**src/rtl/ctrl_pkg.sv**
```systemverilog
// Shared decode definitions for the ID stage: opcodes, control-word layout and field offsets.
package ctrl_pkg;

    localparam int unsigned CTRL_W = 21;

    localparam logic [6:0] OPC_R_M   = 7'b0110011;
    localparam logic [6:0] OPC_I     = 7'b0010011;
    localparam logic [6:0] OPC_L     = 7'b0000011;
    localparam logic [6:0] OPC_S     = 7'b0100011;
    localparam logic [6:0] OPC_JAL   = 7'b1101111;
    localparam logic [6:0] OPC_JALR  = 7'b1100111;
    localparam logic [6:0] OPC_B     = 7'b1100011;
    localparam logic [6:0] OPC_LUI   = 7'b0110111;
    localparam logic [6:0] OPC_AUIPC = 7'b0010111;

    localparam int unsigned ALUOP_OFF   = 19;
    localparam int unsigned ALUOP_W     = 2;
    localparam int unsigned ALUSRC_OFF  = 17;
    localparam int unsigned ALUSRC_W    = 2;
    localparam int unsigned JB_OFF      = 15;
    localparam int unsigned JB_W        = 2;
    localparam int unsigned BRTYPE_OFF  = 12;
    localparam int unsigned BRTYPE_W    = 3;
    localparam int unsigned MEMRD_OFF   = 11;
    localparam int unsigned LDTYPE_OFF  = 8;
    localparam int unsigned LDTYPE_W    = 3;
    localparam int unsigned MEMWR_OFF   = 7;
    localparam int unsigned STTYPE_OFF  = 4;
    localparam int unsigned STTYPE_W    = 3;
    localparam int unsigned INST_OFF    = 2;
    localparam int unsigned INST_W      = 2;
    localparam int unsigned REGWR_OFF   = 1;
    localparam int unsigned MEM2REG_OFF = 0;

    // Field order matches the packed control word, MSB first.
    typedef struct packed {
        logic [ALUOP_W-1:0]  alu_op;
        logic [ALUSRC_W-1:0] alu_src;
        logic [JB_W-1:0]     jump_branch;
        logic [BRTYPE_W-1:0] branch_type;
        logic                mem_read;
        logic [LDTYPE_W-1:0] load_type;
        logic                mem_write;
        logic [STTYPE_W-1:0] store_type;
        logic [INST_W-1:0]   inst_type;
        logic                reg_write;
        logic                memto_reg;
    } ctrl_t;

endpackage

```
**src/rtl/ctrl_decode_comb.sv**
```systemverilog
// Combinational RV32I/M control decoder: control word, illegal flag and source-register usage.
module ctrl_decode_comb
    import ctrl_pkg::*;
#(
    parameter int unsigned EN_M = 1
) (
    input  logic [31:0]       inst,
    output logic [CTRL_W-1:0] ctrl,
    output logic              illegal,
    output logic              use_rs1,
    output logic              use_rs2
);

    ctrl_t      c;
    logic [2:0] f3;
    logic       is_m;

    assign f3   = inst[14:12];
    assign is_m = inst[25];

    // Register indices and immediates are extracted by the stage, not here.
    logic unused_inst;
    assign unused_inst = ^{inst[31:26], inst[24:15], inst[11:7]};

    always_comb begin
        c       = '0;
        illegal = 1'b0;
        use_rs1 = 1'b0;
        use_rs2 = 1'b0;
        case (inst[6:0])
            OPC_R_M: begin
                if (is_m && (EN_M == 0)) begin
                    illegal = 1'b1;
                end else begin
                    c.alu_op    = is_m ? 2'b11 : 2'b10;
                    c.reg_write = 1'b1;
                    use_rs1     = 1'b1;
                    use_rs2     = 1'b1;
                end
            end
            OPC_I: begin
                c.alu_op    = 2'b10;
                c.alu_src   = 2'b01;
                c.reg_write = 1'b1;
                use_rs1     = 1'b1;
            end
            OPC_L: begin
                c.alu_src   = 2'b01;
                c.mem_read  = 1'b1;
                c.load_type = f3;
                c.reg_write = 1'b1;
                c.memto_reg = 1'b1;
                use_rs1     = 1'b1;
            end
            OPC_S: begin
                c.alu_src    = 2'b01;
                c.mem_write  = 1'b1;
                c.store_type = f3;
                use_rs1      = 1'b1;
                use_rs2      = 1'b1;
            end
            OPC_JAL: begin
                c.alu_src     = 2'b11;
                c.jump_branch = 2'b10;
                c.inst_type   = 2'b10;
                c.reg_write   = 1'b1;
            end
            OPC_JALR: begin
                c.alu_src     = 2'b01;
                c.jump_branch = 2'b10;
                c.inst_type   = 2'b11;
                c.reg_write   = 1'b1;
                use_rs1       = 1'b1;
            end
            OPC_B: begin
                c.alu_op      = 2'b01;
                c.jump_branch = 2'b01;
                c.branch_type = f3;
                use_rs1       = 1'b1;
                use_rs2       = 1'b1;
            end
            OPC_LUI: begin
                c.alu_src   = 2'b11;
                c.reg_write = 1'b1;
            end
            OPC_AUIPC: begin
                c.alu_src   = 2'b11;
                c.inst_type = 2'b01;
                c.reg_write = 1'b1;
            end
            default: illegal = 1'b1;
        endcase
    end

    assign ctrl = c;

endmodule

```
**src/rtl/ctrl_decode_stage.sv**
```systemverilog
// ID/EX pipeline register with valid/ready handshake, load-use bubbling, flush and bubble counter.
module ctrl_decode_stage
    import ctrl_pkg::*;
#(
    parameter int unsigned XLEN  = 32,
    parameter int unsigned EN_M  = 1,
    parameter int unsigned CNT_W = 16
) (
    input  logic              clk,
    input  logic              rst_n,
    input  logic              flush,
    input  logic              in_valid,
    output logic              in_ready,
    input  logic [31:0]       in_inst,
    input  logic [XLEN-1:0]   in_pc,
    output logic              out_valid,
    input  logic              out_ready,
    output logic [CTRL_W-1:0] out_ctrl,
    output logic              out_illegal,
    output logic [31:0]       out_inst,
    output logic [XLEN-1:0]   out_pc,
    output logic [4:0]        out_rs1,
    output logic [4:0]        out_rs2,
    output logic [4:0]        out_rd,
    output logic [CNT_W-1:0]  bubble_cnt
);

    logic [CTRL_W-1:0] dec_ctrl;
    logic              dec_illegal;
    logic              dec_use_rs1;
    logic              dec_use_rs2;

    ctrl_decode_comb #(
        .EN_M(EN_M)
    ) u_decode (
        .inst    (in_inst),
        .ctrl    (dec_ctrl),
        .illegal (dec_illegal),
        .use_rs1 (dec_use_rs1),
        .use_rs2 (dec_use_rs2)
    );

    logic              valid_q, valid_d;
    logic [CTRL_W-1:0] ctrl_q, ctrl_d;
    logic              ill_q, ill_d;
    logic [31:0]       inst_q, inst_d;
    logic [XLEN-1:0]   pc_q, pc_d;
    logic [CNT_W-1:0]  cnt_q, cnt_d;

    logic [4:0] held_rd;
    logic       hazard;
    logic       adv;
    logic       accept;
    logic       bubble;

    assign held_rd = inst_q[11:7];

    // A held load whose destination feeds the incoming instruction must be stalled one cycle.
    assign hazard = valid_q && ctrl_q[MEMRD_OFF] && (held_rd != 5'd0) &&
                    ((dec_use_rs1 && (in_inst[19:15] == held_rd)) ||
                     (dec_use_rs2 && (in_inst[24:20] == held_rd)));

    assign adv      = !valid_q || out_ready;
    assign in_ready = adv && !hazard && !flush;
    assign accept   = in_valid && in_ready;
    assign bubble   = adv && in_valid && hazard && !flush;

    always_comb begin
        valid_d = valid_q;
        ctrl_d  = ctrl_q;
        ill_d   = ill_q;
        inst_d  = inst_q;
        pc_d    = pc_q;
        cnt_d   = cnt_q;
        if (flush) begin
            valid_d = 1'b0;
        end else if (accept) begin
            valid_d = 1'b1;
            ctrl_d  = dec_ctrl;
            ill_d   = dec_illegal;
            inst_d  = in_inst;
            pc_d    = in_pc;
        end else if (adv) begin
            valid_d = 1'b0;
        end
        if (bubble && (cnt_q != '1)) begin
            cnt_d = cnt_q + CNT_W'(1);
        end
    end

    always_ff @(posedge clk or negedge rst_n) begin
        if (!rst_n) begin
            valid_q <= 1'b0;
            ctrl_q  <= '0;
            ill_q   <= 1'b0;
            inst_q  <= '0;
            pc_q    <= '0;
            cnt_q   <= '0;
        end else begin
            valid_q <= valid_d;
            ctrl_q  <= ctrl_d;
            ill_q   <= ill_d;
            inst_q  <= inst_d;
            pc_q    <= pc_d;
            cnt_q   <= cnt_d;
        end
    end

    assign out_valid   = valid_q;
    assign out_ctrl    = ctrl_q;
    assign out_illegal = ill_q;
    assign out_inst    = inst_q;
    assign out_pc      = pc_q;
    assign out_rs1     = inst_q[19:15];
    assign out_rs2     = inst_q[24:20];
    assign out_rd      = held_rd;
    assign bubble_cnt  = cnt_q;

endmodule

```
**config.mk**
```make
export PLATFORM = sky130hd
export DESIGN_NAME = ctrl_decode_stage
export DESIGN_NICKNAME = d
export VERILOG_FILES = /design/src/rtl/ctrl_pkg.sv /design/src/rtl/ctrl_decode_comb.sv /design/src/rtl/ctrl_decode_stage.sv
export SDC_FILE = /design/constraint.sdc
export NUM_CORES = 1
export LEC_CHECK = 0
export CAP_MARGIN = 20
export CELL_PAD_IN_SITES_DETAIL_PLACEMENT = 0
export CELL_PAD_IN_SITES_GLOBAL_PLACEMENT = 1
export CORE_UTILIZATION = 25
export DETAILED_ROUTE_END_ITERATION = 12
export PLACE_DENSITY = 0.66
export SLEW_MARGIN = 10
export SYNTH_ARGS = -nofsm -noshare
export SYNTH_HDL_FRONTEND = slang
export SYNTH_SLANG_ARGS = --single-unit
export TNS_END_PERCENT = 100
```
**constraint.sdc**
```tcl
create_clock -name clk -period 3 [get_ports clk]
set_input_delay 0.3 -clock clk [delete_from_list [all_inputs] [get_ports clk]]
set_output_delay 0.3 -clock clk [all_outputs]
set_load 0.005 [all_outputs]
```
==> results_tabular.tex, run 1 <==
\begin{tabular}{lr}
\hline
Metric & Value \\
\hline
\multicolumn{2}{l}{\textbf{GRT}} \\
Global router's overall resource usage & 0.145 \\
Antenna violations before repair & 0 \\
Number of global-route vias before repair & 3648 \\
Wire length of the first global-routing pass & 20200 µm \\
Maximum number of pins on one net before global-route repair & 41 \\
Residual overflow from global routing & 0 \\
\multicolumn{2}{l}{\textbf{Timing}} \\
Max Freq & 341 MHz \\
\# setup viols final & 0 \\
Number of hold violations in the final report & 0 \\
Final min period & 2.93 ns \\
Unrepaired setup endpoints after global routing & false \\
Period utilisation layout & 0.977 \\
Final Max Slew Viols & 0 \\
Final Worst Setup Slack & 0.0691 ns \\
Slew at the pin closest to its max-slew limit & 0.561 ns \\
Slew HR & 0.623 \\
Final setup skew & 0.00654 ns \\
\multicolumn{2}{l}{\textbf{CTS}} \\
Max H-tree Level & 3 \\
Number of sinks driven by the clock tree & 102 \\
Root buffer cell & clkbuf\_16 \\
Clock transition at path regs & 0.07 ns \\
Number of buffers inserted during clock tree synthesis & 9 \\
Clock Path Buffers & 2 \\
Clock Latency Late Sink & 0.35 ns \\
TritonCTS clock tree & yes \\
\multicolumn{2}{l}{\textbf{Place}} \\
DP Worst Slack & -0.00000733 ns \\
Detail Placement HPWL & 9740 µm \\
Area after detailed placement & 6660 µm² \\
Buffers added on ports & 187 \\
Gp weighted congestion & 0.756 \\
\multicolumn{2}{l}{\textbf{Floorplan}} \\
Die width & 136 µm \\
Core ar. & 17400 µm² \\
Initial cell density of the core & 0.258 \\
Count of standard-cell rows & 48 \\
Die H & 136 µm \\
I/O pin cnt & 188 \\
Area of the die & 18500 µm² \\
\multicolumn{2}{l}{\textbf{Pwr}} \\
VDD IR max & 0.271 mV \\
Power per cell area & 521 nW/µm² \\
Leakage power of the design & 2.87 nW \\
\multicolumn{2}{l}{\textbf{Setup path}} \\
Worst setup SP type & input port \\
Register-to-Register Path Depth & 8 \\
Setup Crit Path Kind & in -> out \\
R2r setup slk & 0.43 ns \\
Required time of the critical path & 2.70 ns \\
Data arrival at the endpoint of the critical path & 2.63 ns \\
Startpoint of the worst-slack reg-to-reg timing path & out\_inst[8]\$\_DFFE\_PN0P\_ \\
Max FO, Critical Path & 5 \\
Critical register-to-register path endpoint & out\_pc[3]\$\_DFFE\_PN0P\_ \\
Endpoint kind of the worst setup timing path & output pin \\
\multicolumn{2}{l}{\textbf{Yosys}} \\
Yosys warns & 0 \\
Async set-reset flop share out of synthesis & 1.00 \\
Post-synth EDFFs & 0 \\
Number of nets produced by synthesis & 421 \\
Most numerous cell in the Yosys netlist & dfrtp\_1 \\
Flop and latch count out of synthesis & 102 \\
Post-Syn Area & 4490 µm² \\
Gate count after technology mapping & 351 \\
Leading area contributor after synthesis & dfrtp\_1 \\
Synth area leaders & dfrtp\_1 (57\%), mux2\_2 (17\%), buf\_4 (2.8\%), xor2\_1 (2.7\%), o2bb2ai\_1 (1.9\%) \\
Post-synthesis cell type count & 39 \\
Syn Area/Cell & 12.8 µm² \\
Yosys top cell area share & 0.568 \\
Commonest cells in the synthesized netlist & dfrtp\_1 (102), mux2\_2 (66), buf\_4 (17), nand3\_1 (17), nand2\_1 (16) \\
Most used DFF post-synth & dfrtp\_1 \\
Sequential element share of the synthesized area & 0.568 \\
\multicolumn{2}{l}{\textbf{Routing}} \\
Remaining number of nets flagged by the antenna check after routing & 0 \\
Detailed-route DRC error count & 0 \\
Number of search-and-repair iterations in the first detailed-routing pass & 4 \\
Detail-routed via count per cell & 4.42 \\
DRT iter0 DRCs & 105 \\
Final WL & 12800 µm \\
Number of vias after detailed routing & 3415 \\
Routed length per instance & 16.6 µm \\
\multicolumn{2}{l}{\textbf{Hold path}} \\
Class of the tightest hold or removal check & in -> async \\
\multicolumn{2}{l}{\textbf{Finish}} \\
Area growth, synth to finish & 55.2\% \\
Layout filler cell count & 1675 \\
Area of all placed cells without fillers & 6970 µm² \\
Inserted Diodes & 0 \\
Nets & 613 \\
Fraction of final layout cells with drive strength greater than 1 & 0.210 \\
\multicolumn{2}{l}{\textbf{Outcome}} \\
Outcome & finished clean \\
\multicolumn{2}{l}{\textbf{Job}} \\
Max-cap violations & 0 \\
\hline
\end{tabular}
[registers in the layout, indices dropped and copies added (netlist names)]
name / flops
out_valid: 1
bubble_cnt: 16
out_illegal: 1
out_ctrl: 20
out_pc: 32
out_inst: 32
[cell usage in the layout (no fill, tap or decap), types with 2 or more instances in the layout]
cell type / instances
clkdlybuf4s50_1: 186
dfrtp_1: 101
mux2_2: 66
buf_4: 22
nand3_1: 17
nand2_1: 16
xor2_1: 14
nor2_1: 14
xnor2_1: 10
o2bb2ai_1: 10
clkbuf_16: 9
a21oi_1: 7
nor3_1: 7
o21ai_0: 7
nor4_1: 6
mux2_1: 6
nand4_1: 4
buf_12: 4
inv_1: 3
and3_1: 3
or2_2: 3
clkbuf_1: 3
nand2b_1: 2
nor2b_1: 2
o31ai_1: 2
clkinv_2: 2
[power by group]
group	total (mW)	leakage, nW	switching [mW]	internal (mW)
combinational	0.832	1.47	0.262	0.570
clock	1.16	0.137	0.510	0.646
sequential	1.64	1.26	0.110	1.53
[worst max-delay path, cell delays in order]
cell             delay [ns]
clkdlybuf4s50_1        0.48
nand2_1                0.09
or4b_4                 0.55
a2111o_1               0.42
a21oi_4                0.23
nor3b_1                0.09
clkdlybuf4s50_1        0.45
[area by class of cell]
type / instances / area [µm²] / area share
clock buffers: 12 / 236 / 0.0339
clock inverters: 4 / 47.5 / 0.00682
inverters: 3 / 11.3 / 0.00162
multi-input cells: 214 / 1720 / 0.247
flip-flops and latches: 102 / 2550 / 0.366
well taps: 225 / 282 / 0.0404
repair buffers: 213 / 2120 / 0.304
[layer usage]
metal / global-route usage / up-vias / routed length, µm
met4: 0.0451 / 0 / 106
met1: 0.186 / 1675 / 5650
met3: 0.0593 / 10 / 1110
li1: - / 1607 / -
met5: 0 / - / 0
met2: 0.220 / 123 / 5970
[metrics by stage]
stage / total power [mW] / setup TNS, ns / std cells / utilization / hold WS, ns
after floorplan: 1.94 / 0 / 351 / - / 0.00441
after global placement: 2.50 / 0 / 755 / 0.383 / 0.315
after detailed placement: 2.51 / -0.00000733 / 755 / 0.383 / 0.319
after CTS: 3.70 / 0 / 772 / 0.400 / 0.482
after global routing: 3.83 / 0 / 773 / 0.400 / 0.499
final: 3.63 / 0 / 773 / 0.400 / 0.460
[worst max-delay path by stage]
stage,from,cells past startpoint,end
finish,in_inst[1],7,in_ready
global route,in_inst[1],7,in_ready
CTS,in_inst[1],7,in_ready
detailed placement,in_inst[1],8,out_inst[16]$_DFFE_PN0P_
global placement,in_inst[1],8,out_inst[12]$_DFFE_PN0P_
floorplan,in_inst[3],8,out_inst[12]$_DFFE_PN0P_
[cell families (layout without fill, tap and decap cells)]
group / after synthesis / in the layout / share of synthesized area
xor+xnor: 24 / 24 / 0.0468
compound gates: 34 / 34 / 0.0557
mux: 72 / 72 / 0.180
simple gates: 83 / 83 / 0.0944
flops: 102 / 102 / 0.568
buf+inv: 35 / 232 / 0.0515
fa+ha+maj: 1 / 1 / 0.00279
[timing repair]
item,CTS,global route
hold buffers,1,0
endpoints found under the setup margin,1,1
resized for setup,1,1
setup buffers,0,1
pin swaps,0,2
cloned,0,0
hold endpoints to repair,38,0
No activity file was read; power rests on OpenSTA's default activity.
==> run 2, diff against run 1 <==
- GPL_TIMING_DRIVEN: unset -> 0
- SETUP_SLACK_MARGIN: unset -> 0.5
==> run 2 against run 1 <==
Wire length is 5.2% higher. Die area unchanged. Worst setup slack better by 0.41 ns. Power increased by 5.9%. Maximum frequency increased by 16%. Critical path depth rose by 4. Highest routed layer unchanged. First-iteration DRC count up 17%. Critical path type is now reg -> reg. Register-to-register slack gained 0.05 ns.
==> results_tabular.tex, run 2 (synthesis results as in run 1) <==
\begin{tabular}{lr}
\hline
Metric & Value \\
\hline
\multicolumn{2}{l}{\textbf{Timing}} \\
\# setup viols final & 0 (unchanged) \\
Slew at the pin closest to its max-slew limit & 0.783 ns (+0.222 ns) \\
Max Freq & 397 MHz (+16\%) \\
Final min period & 2.52 ns (-0.414 ns) \\
Final setup skew & 0.00928 ns (+0.00274 ns) \\
Number of hold violations in the final report & 0 (unchanged) \\
Period utilisation layout & 0.839 (-0.138) \\
Unrepaired setup endpoints after global routing & true \\
Final Max Slew Viols & 0 (unchanged) \\
Slew HR & 0.473 (-0.150) \\
Final Worst Setup Slack & 0.483 ns (+0.414 ns) \\
\multicolumn{2}{l}{\textbf{Place}} \\
Gp weighted congestion & 0.727 (-3.8\%) \\
Cell count after placement & 760 (+0.66\%) \\
Detail Placement HPWL & 9650 µm (-0.95\%) \\
Buffers added on ports & 183 (-2.1\%) \\
Area after detailed placement & 6630 µm² (-0.43\%) \\
DP Worst Slack & -0.435 ns (-0.435 ns) \\
\multicolumn{2}{l}{\textbf{Finish}} \\
Commonest cells after routing, fill and taps aside & clkdlybuf4s50\_1 (178), dfrtp\_1 (97), mux2\_2 (46) \\
Nets & 641 (+4.6\%) \\
Non-Filler Instances & 800 (+3.5\%) \\
Commonest non-fill, non-tap cell in the layout & clkdlybuf4s50\_1 \\
Inserted Diodes & 0 (unchanged) \\
Layout filler cell count & 1652 (-1.4\%) \\
Area growth, synth to finish & 63.8\% \\
Area of all placed cells without fillers & 7360 µm² (+5.6\%) \\
Final design utilization & 0.423 (+0.0223) \\
Fraction of final layout cells with drive strength greater than 1 & 0.266 (+0.0562) \\
\multicolumn{2}{l}{\textbf{Routing}} \\
Total met2 wirelength after detailed routing & 6420 µm (+7.5\%) \\
Detailed-route DRC error count & 0 (unchanged) \\
Met3 wirelength from detailed routing & 936 µm (-16\%) \\
Detail-routed via count per cell & 4.51 (+2.1\%) \\
Met1 wire length & 5920 µm (+4.8\%) \\
DRT iter0 DRCs & 123 (+17\%) \\
Number of vias after detailed routing & 3609 (+5.7\%) \\
Remaining number of nets flagged by the antenna check after routing & 0 (unchanged) \\
Number of search-and-repair iterations in the first detailed-routing pass & 4 (unchanged) \\
Routed length per instance & 16.9 µm (+1.6\%) \\
Top layer used by detailed routing & met4 \\
Final WL & 13500 µm (+5.2\%) \\
\multicolumn{2}{l}{\textbf{Setup path}} \\
Register-to-Register Path Depth & 11 (+3) \\
Max FO, Critical Path & 5 (unchanged) \\
Endpoint kind of the worst setup timing path & register \\
Cell family with the largest share of critical-path delay & buffers and inverters \\
Cell type of the slowest stage on the worst timing path & dfrtp\_2 \\
Largest stage delay on the critical path & 0.41 ns (-0.14 ns) \\
Origin of the worst setup path & out\_inst[8]\$\_DFFE\_PN0P\_ \\
Cell chain of the critical path & buf\_6, xor2\_2, nor4\_2, nand4\_1, a21oi\_4, buf\_6, nand2b\_4, buf\_8, bufbuf\_16, clkbuf\_16, o2bb2ai\_1 \\
Worst setup SP type & register \\
Setup Crit Path Kind & reg -> reg \\
Required time of the critical path & 3.27 ns (+0.57 ns) \\
Count of buffer and inverter cells on the critical path & 5 (+3) \\
Critical register-to-register path endpoint & out\_ctrl[5]\$\_DFFE\_PN0P\_ \\
Startpoint of the worst-slack reg-to-reg timing path & out\_inst[8]\$\_DFFE\_PN0P\_ \\
Cell repeated most along the worst path & buf\_6 \\
Data arrival at the endpoint of the critical path & 2.79 ns (+0.16 ns) \\
R2r setup slk & 0.48 ns (+0.05 ns) \\
\multicolumn{2}{l}{\textbf{Floorplan}} \\
Area of the die & 18500 µm² (unchanged) \\
Count of standard-cell rows & 48 (unchanged) \\
Die width & 136 µm (unchanged) \\
Core ar. & 17400 µm² (unchanged) \\
Die H & 136 µm (unchanged) \\
Initial cell density of the core & 0.258 (unchanged) \\
I/O pin cnt & 188 (unchanged) \\
\multicolumn{2}{l}{\textbf{Pwr}} \\
Leakage power of the design & 3.17 nW (+10\%) \\
VDD IR max & 0.334 mV (+23\%) \\
Power per cell area & 522 nW/µm² (+0.28\%) \\
\multicolumn{2}{l}{\textbf{Outcome}} \\
Outcome & finished clean \\
\multicolumn{2}{l}{\textbf{Hold path}} \\
Worst Hold Endpoint & out\_inst[0]\$\_DFFE\_PN0P\_ \\
Startpoint of the most critical hold path & in\_inst[0] \\
Number of stages on the worst hold path & 2 \\
Class of the tightest hold or removal check & in -> reg \\
\multicolumn{2}{l}{\textbf{CTS}} \\
Number of sinks driven by the clock tree & 102 (unchanged) \\
Max H-tree Level & 3 (unchanged) \\
Clock Path Buffers & 2 (unchanged) \\
Root buffer cell & clkbuf\_16 \\
TritonCTS clock tree & yes \\
Clock transition at path regs & 0.07 ns (about the same) \\
Number of buffers inserted during clock tree synthesis & 9 (unchanged) \\
Clock Latency Late Sink & 0.35 ns (about the same) \\
\multicolumn{2}{l}{\textbf{GRT}} \\
Number of global-route vias before repair & 3828 (+4.9\%) \\
Wire length of the first global-routing pass & 20900 µm (+3.3\%) \\
Antenna violations before repair & 0 (unchanged) \\
Global router's overall resource usage & 0.149 (+0.00456) \\
Residual overflow from global routing & 0 (unchanged) \\
Maximum number of pins on one net before global-route repair & 77 (+88\%) \\
\multicolumn{2}{l}{\textbf{Job}} \\
Max-cap violations & 0 (unchanged) \\
\hline
\end{tabular}
## run 2: cell types whose count changed in the layout (fill, tap and decap cells not counted), moves of 3 or more
cell	before	now
buf_6	0	4
buf_4	22	39
clkbuf_2	0	3
mux2_4	0	20
clkbuf_8	0	3
mux2_2	66	46
clkdlybuf4s50_1	186	178
dfrtp_2	1	5
dfrtp_1	101	97
## run 2: worst max path at each step
stage,endpoint,slack (ns),cells after the start
floorplan,out_inst[12]$_DFFE_PN0P_,0.50,8
global placement,out_pc[17]$_DFFE_PN0P_,-2.40,1
detailed placement,out_inst[21]$_DFFE_PN0P_,-0.43,9
CTS,out_ctrl[13]$_DFFE_PN0P_,0.48,11
global route,out_ctrl[5]$_DFFE_PN0P_,0.41,11
finish,out_ctrl[5]$_DFFE_PN0P_,0.48,11
## run 2: final cells by class
| cell class | count | area, µm² | area share |
|---|---|---|---|
| sequential | 102 | 2560 | 0.348 |
| tap | 225 | 282 | 0.0383 |
| multi-input combinational | 214 | 1820 | 0.247 |
| inverter | 3 | 11.3 | 0.00153 |
| clock inverter | 3 | 42.5 | 0.00578 |
| timing repair buffer | 209 | 2120 | 0.288 |
| clock buffer | 12 | 267 | 0.0362 |
| buffer | 32 | 263 | 0.0357 |
## run 2: stage by stage
step / hold WS (ns) / total power [mW] / setup TNS (ns)
finish: 0.256 / 3.84 / 0
floorplan: 0.00441 / 1.94 / 0
detailed placement: 0.191 / 2.54 / -27.83
CTS: 0.386 / 3.85 / 0
global route: 0.253 / 4.04 / 0
global placement: 0.469 / 2.52 / -271.82
## run 2: power breakdown
group | switching (mW) | internal (mW)
Combinational | 0.294 | 0.674
Sequential | 0.109 | 1.53
Clock | 0.523 | 0.710
Total | 0.926 | 2.92
## run 2: repair_timing
| action | 4_1_cts | 5_1_grt |
|---|---|---|
| endpoints found under the hold margin | 26 | 0 |
| buffers inserted | 16 | 5 |
| gates cloned | 1 | 2 |
| endpoints found under the setup margin | 93 | 84 |
| pin swaps | 5 | 4 |
| gates resized for setup | 24 | 31 |
| hold buffers | 1 | 0 |
## run 2: per-layer routing
layer / up-vias / global-route usage
li1: 1658 / -
met5: - / 0
met1: 1806 / 0.189
met4: 0 / 0.0623
met3: 12 / 0.0455
met2: 133 / 0.235
==> run 3, diff against run 2 <==
- clock period: 3 -> 2.55 ns (I/O delays scaled with it)
==> run 3 against run 2 <==
Clock skew down 0.0045 ns. Global-route usage up 0.34 points. Count of clock-buffer cells in the layout decreased by 1. Sequential share of layout area is 3.1 points lower. Worst setup slack lost 0.41 ns. Worst hold slack got worse by 0.034 ns. Cell area rose by 9.7%. Final cell count is 1.9% higher. Power grew 19%.
==> results_tabular.tex, run 3 (synthesis results as in run 1) <==
\begin{tabular}{lr}
\hline
Metric & Value \\
\hline
\multicolumn{2}{l}{\textbf{Hold path}} \\
Worst Hold Endpoint & out\_inst[1]\$\_DFFE\_PN0P\_ \\
Number of stages on the worst hold path & 2 (unchanged) \\
Class of the tightest hold or removal check & in -> reg \\
Startpoint of the most critical hold path & in\_inst[1] \\
\multicolumn{2}{l}{\textbf{GRT}} \\
Antenna violations before repair & 0 (unchanged) \\
Residual overflow from global routing & 0 (unchanged) \\
Wire length of the first global-routing pass & 21400 µm (+2.6\%) \\
Number of global-route vias before repair & 3802 (-0.68\%) \\
Maximum number of pins on one net before global-route repair & 59 (-23\%) \\
Global router's overall resource usage & 0.153 (+0.00337) \\
\multicolumn{2}{l}{\textbf{Timing}} \\
Worst Hold Slack & 0.221 ns (-0.0344 ns) \\
Final min period & 2.48 ns \\
Number of hold violations in the final report & 0 (unchanged) \\
Slew at the pin closest to its max-slew limit & 0.822 ns (+0.0392 ns) \\
Period utilisation layout & 0.972 \\
Final setup skew & 0.00480 ns (-0.00449 ns) \\
Final Max Slew Viols & 0 (unchanged) \\
Unrepaired setup endpoints after global routing & true \\
Slew HR & 0.447 (-0.0264) \\
Max Freq & 403 MHz \\
\# setup viols final & 0 (unchanged) \\
Final Worst Setup Slack & 0.0701 ns (-0.413 ns) \\
\multicolumn{2}{l}{\textbf{Routing}} \\
Total met2 wirelength after detailed routing & 6880 µm (+7.2\%) \\
Number of search-and-repair iterations in the first detailed-routing pass & 4 (unchanged) \\
Routed length per instance & 17.4 µm (+3.0\%) \\
Detailed-route DRC error count & 0 (unchanged) \\
Final WL & 14200 µm (+4.9\%) \\
Number of vias after detailed routing & 3659 (+1.4\%) \\
Detail-routed via count per cell & 4.49 (-0.48\%) \\
Met3 wirelength from detailed routing & 853 µm (-8.9\%) \\
Remaining number of nets flagged by the antenna check after routing & 0 (unchanged) \\
Top layer used by detailed routing & met4 \\
Met1 wire length & 6280 µm (+6.1\%) \\
DRT iter0 DRCs & 88 (-28\%) \\
\multicolumn{2}{l}{\textbf{Finish}} \\
Fraction of final layout cells with drive strength greater than 1 & 0.354 (+0.0882) \\
Inserted Diodes & 0 (unchanged) \\
Nets & 655 (+2.2\%) \\
Commonest cells after routing, fill and taps aside & clkdlybuf4s50\_1 (178), dfrtp\_1 (97), mux2\_4 (36), mux2\_2 (36), buf\_4 (29) \\
Commonest non-fill, non-tap cell in the layout & clkdlybuf4s50\_1 \\
Area of all placed cells without fillers & 8070 µm² (+9.7\%) \\
Area growth, synth to finish & 79.7\% \\
Final design utilization & 0.464 (+0.0410) \\
\multicolumn{2}{l}{\textbf{Place}} \\
Detail Placement HPWL & 9590 µm (-0.69\%) \\
Buffers added on ports & 183 (unchanged) \\
Gp weighted congestion & 0.752 (+3.4\%) \\
DP Worst Slack & -0.736 ns (-0.301 ns) \\
Area after detailed placement & 6810 µm² (+2.7\%) \\
\multicolumn{2}{l}{\textbf{Floorplan}} \\
I/O pin cnt & 188 (unchanged) \\
Core ar. & 17400 µm² (unchanged) \\
Initial cell density of the core & 0.258 (unchanged) \\
Die H & 136 µm (unchanged) \\
Count of standard-cell rows & 48 (unchanged) \\
Die width & 136 µm (unchanged) \\
Area of the die & 18500 µm² (unchanged) \\
\multicolumn{2}{l}{\textbf{Outcome}} \\
Outcome & finished clean \\
\multicolumn{2}{l}{\textbf{Job}} \\
Max-cap violations & 0 (unchanged) \\
\multicolumn{2}{l}{\textbf{Setup path}} \\
Worst setup SP type & input port \\
Startpoint of the worst-slack reg-to-reg timing path & out\_inst[11]\$\_DFFE\_PN0P\_ \\
Max FO, Critical Path & 7 (+2) \\
Register-to-Register Path Depth & 11 (unchanged) \\
R2r setup slk & 0.08 ns (-0.40 ns) \\
Setup Crit Path Kind & in -> reg \\
Required time of the critical path & 2.78 ns (-0.49 ns) \\
Data arrival at the endpoint of the critical path & 2.71 ns (-0.08 ns) \\
Endpoint kind of the worst setup timing path & register \\
Critical register-to-register path endpoint & out\_inst[18]\$\_DFFE\_PN0P\_ \\
\multicolumn{2}{l}{\textbf{CTS}} \\
Number of sinks driven by the clock tree & 102 (unchanged) \\
Clock Path Buffers & 2 (unchanged) \\
Max H-tree Level & 3 (unchanged) \\
Clock Latency Late Sink & 0.34 ns (about the same) \\
Root buffer cell & clkbuf\_16 \\
Clock transition at path regs & 0.07 ns (about the same) \\
Number of buffers inserted during clock tree synthesis & 9 (unchanged) \\
TritonCTS clock tree & yes \\
\multicolumn{2}{l}{\textbf{Pwr}} \\
VDD IR max & 0.297 mV (-11\%) \\
Power per cell area & 567 nW/µm² (+8.5\%) \\
Leakage power of the design & 3.51 nW (+11\%) \\
\hline
\end{tabular}
[run 3: cell types whose count changed in the layout (fill, tap and decap cells not counted), moves of 4 or more]
cell / previous run / this run
buf_16: 1 / 7
nor4_1: 6 / 2
mux2_2: 46 / 36
buf_12: 3 / 9
o2bb2ai_1: 10 / 0
buf_8: 2 / 7
mux2_1: 6 / 0
o2bb2ai_2: 0 / 7
buf_4: 39 / 29
nor4_4: 0 / 4
buf_6: 4 / 13
mux2_4: 20 / 36
[run 3: power by group]
group	leakage [nW]	switching [mW]	total, mW	internal (mW)
clock	0.144	0.624	1.44	0.814
combinational	2.10	0.354	1.20	0.847
sequential	1.26	0.134	1.94	1.81
[run 3: repair_timing]
action                                  in CTS  in global routing
buffers inserted                            22                  8
hold endpoints to repair                    44                  0
hold buffers                                 1                  0
pin swaps                                    9                 15
gates cloned                                 7                  1
endpoints found under the setup margin     102                102
resized for setup                           73                 48
[run 3: how the worst max path moves through the flow]
stage | slack (ns) | from | endpoint | cells after the start
2_1_floorplan | 0.22 | in_inst[3] | out_inst[12]$_DFFE_PN0P_ | 8
3_3_place_gp | -2.90 | rst_n | out_pc[16]$_DFFE_PN0P_ | 1
3_5_place_dp | -0.74 | in_inst[0] | out_inst[21]$_DFFE_PN0P_ | 9
4_1_cts | 0.07 | out_inst[11]$_DFFE_PN0P_ | in_ready | 8
5_1_grt | -0.04 | out_inst[11]$_DFFE_PN0P_ | out_inst[18]$_DFFE_PN0P_ | 11
6_report | 0.07 | in_inst[5] | out_inst[18]$_DFFE_PN0P_ | 10
[run 3: per-layer routing]
layer / track usage / up-vias
li1: - / 1701
met1: 0.201 / 1820
met2: 0.241 / 127
met3: 0.0388 / 11
met4: 0.0562 / 0
met5: 0 / -
[run 3: layout make-up]
cell class | count | area (µm²)
Inverter | 3 | 11.3
Clock buffer | 11 | 253
Clock inverter | 5 | 57.6
Multi-Input combinational cell | 214 | 2190
Fill cell | 1594 | 9340
Tap cell | 225 | 282
Timing Repair Buffer | 223 | 2400
Buffer | 32 | 325
Sequential cell | 102 | 2560
[run 3: stage by stage]
stage / total power, mW / cells / setup TNS (ns)
3_5_place_dp: 3.02 / 760 / -58.34
2_1_floorplan: 2.33 / 351 / 0
5_1_grt: 4.81 / 815 / -0.178
6_report: 4.58 / 815 / 0
3_3_place_gp: 3.00 / 759 / -349.32
4_1_cts: 4.62 / 806 / 0
[run 3: critical path, stage by stage]
cell	delay [ns]
dlygate4sd2_1	0.36
or4b_4	0.55
a2111o_1	0.43
a21oi_4	0.20
buf_6	0.14
nand2b_4	0.13
buf_12	0.13
buf_12	0.10
buf_12	0.11
mux2_4	0.29
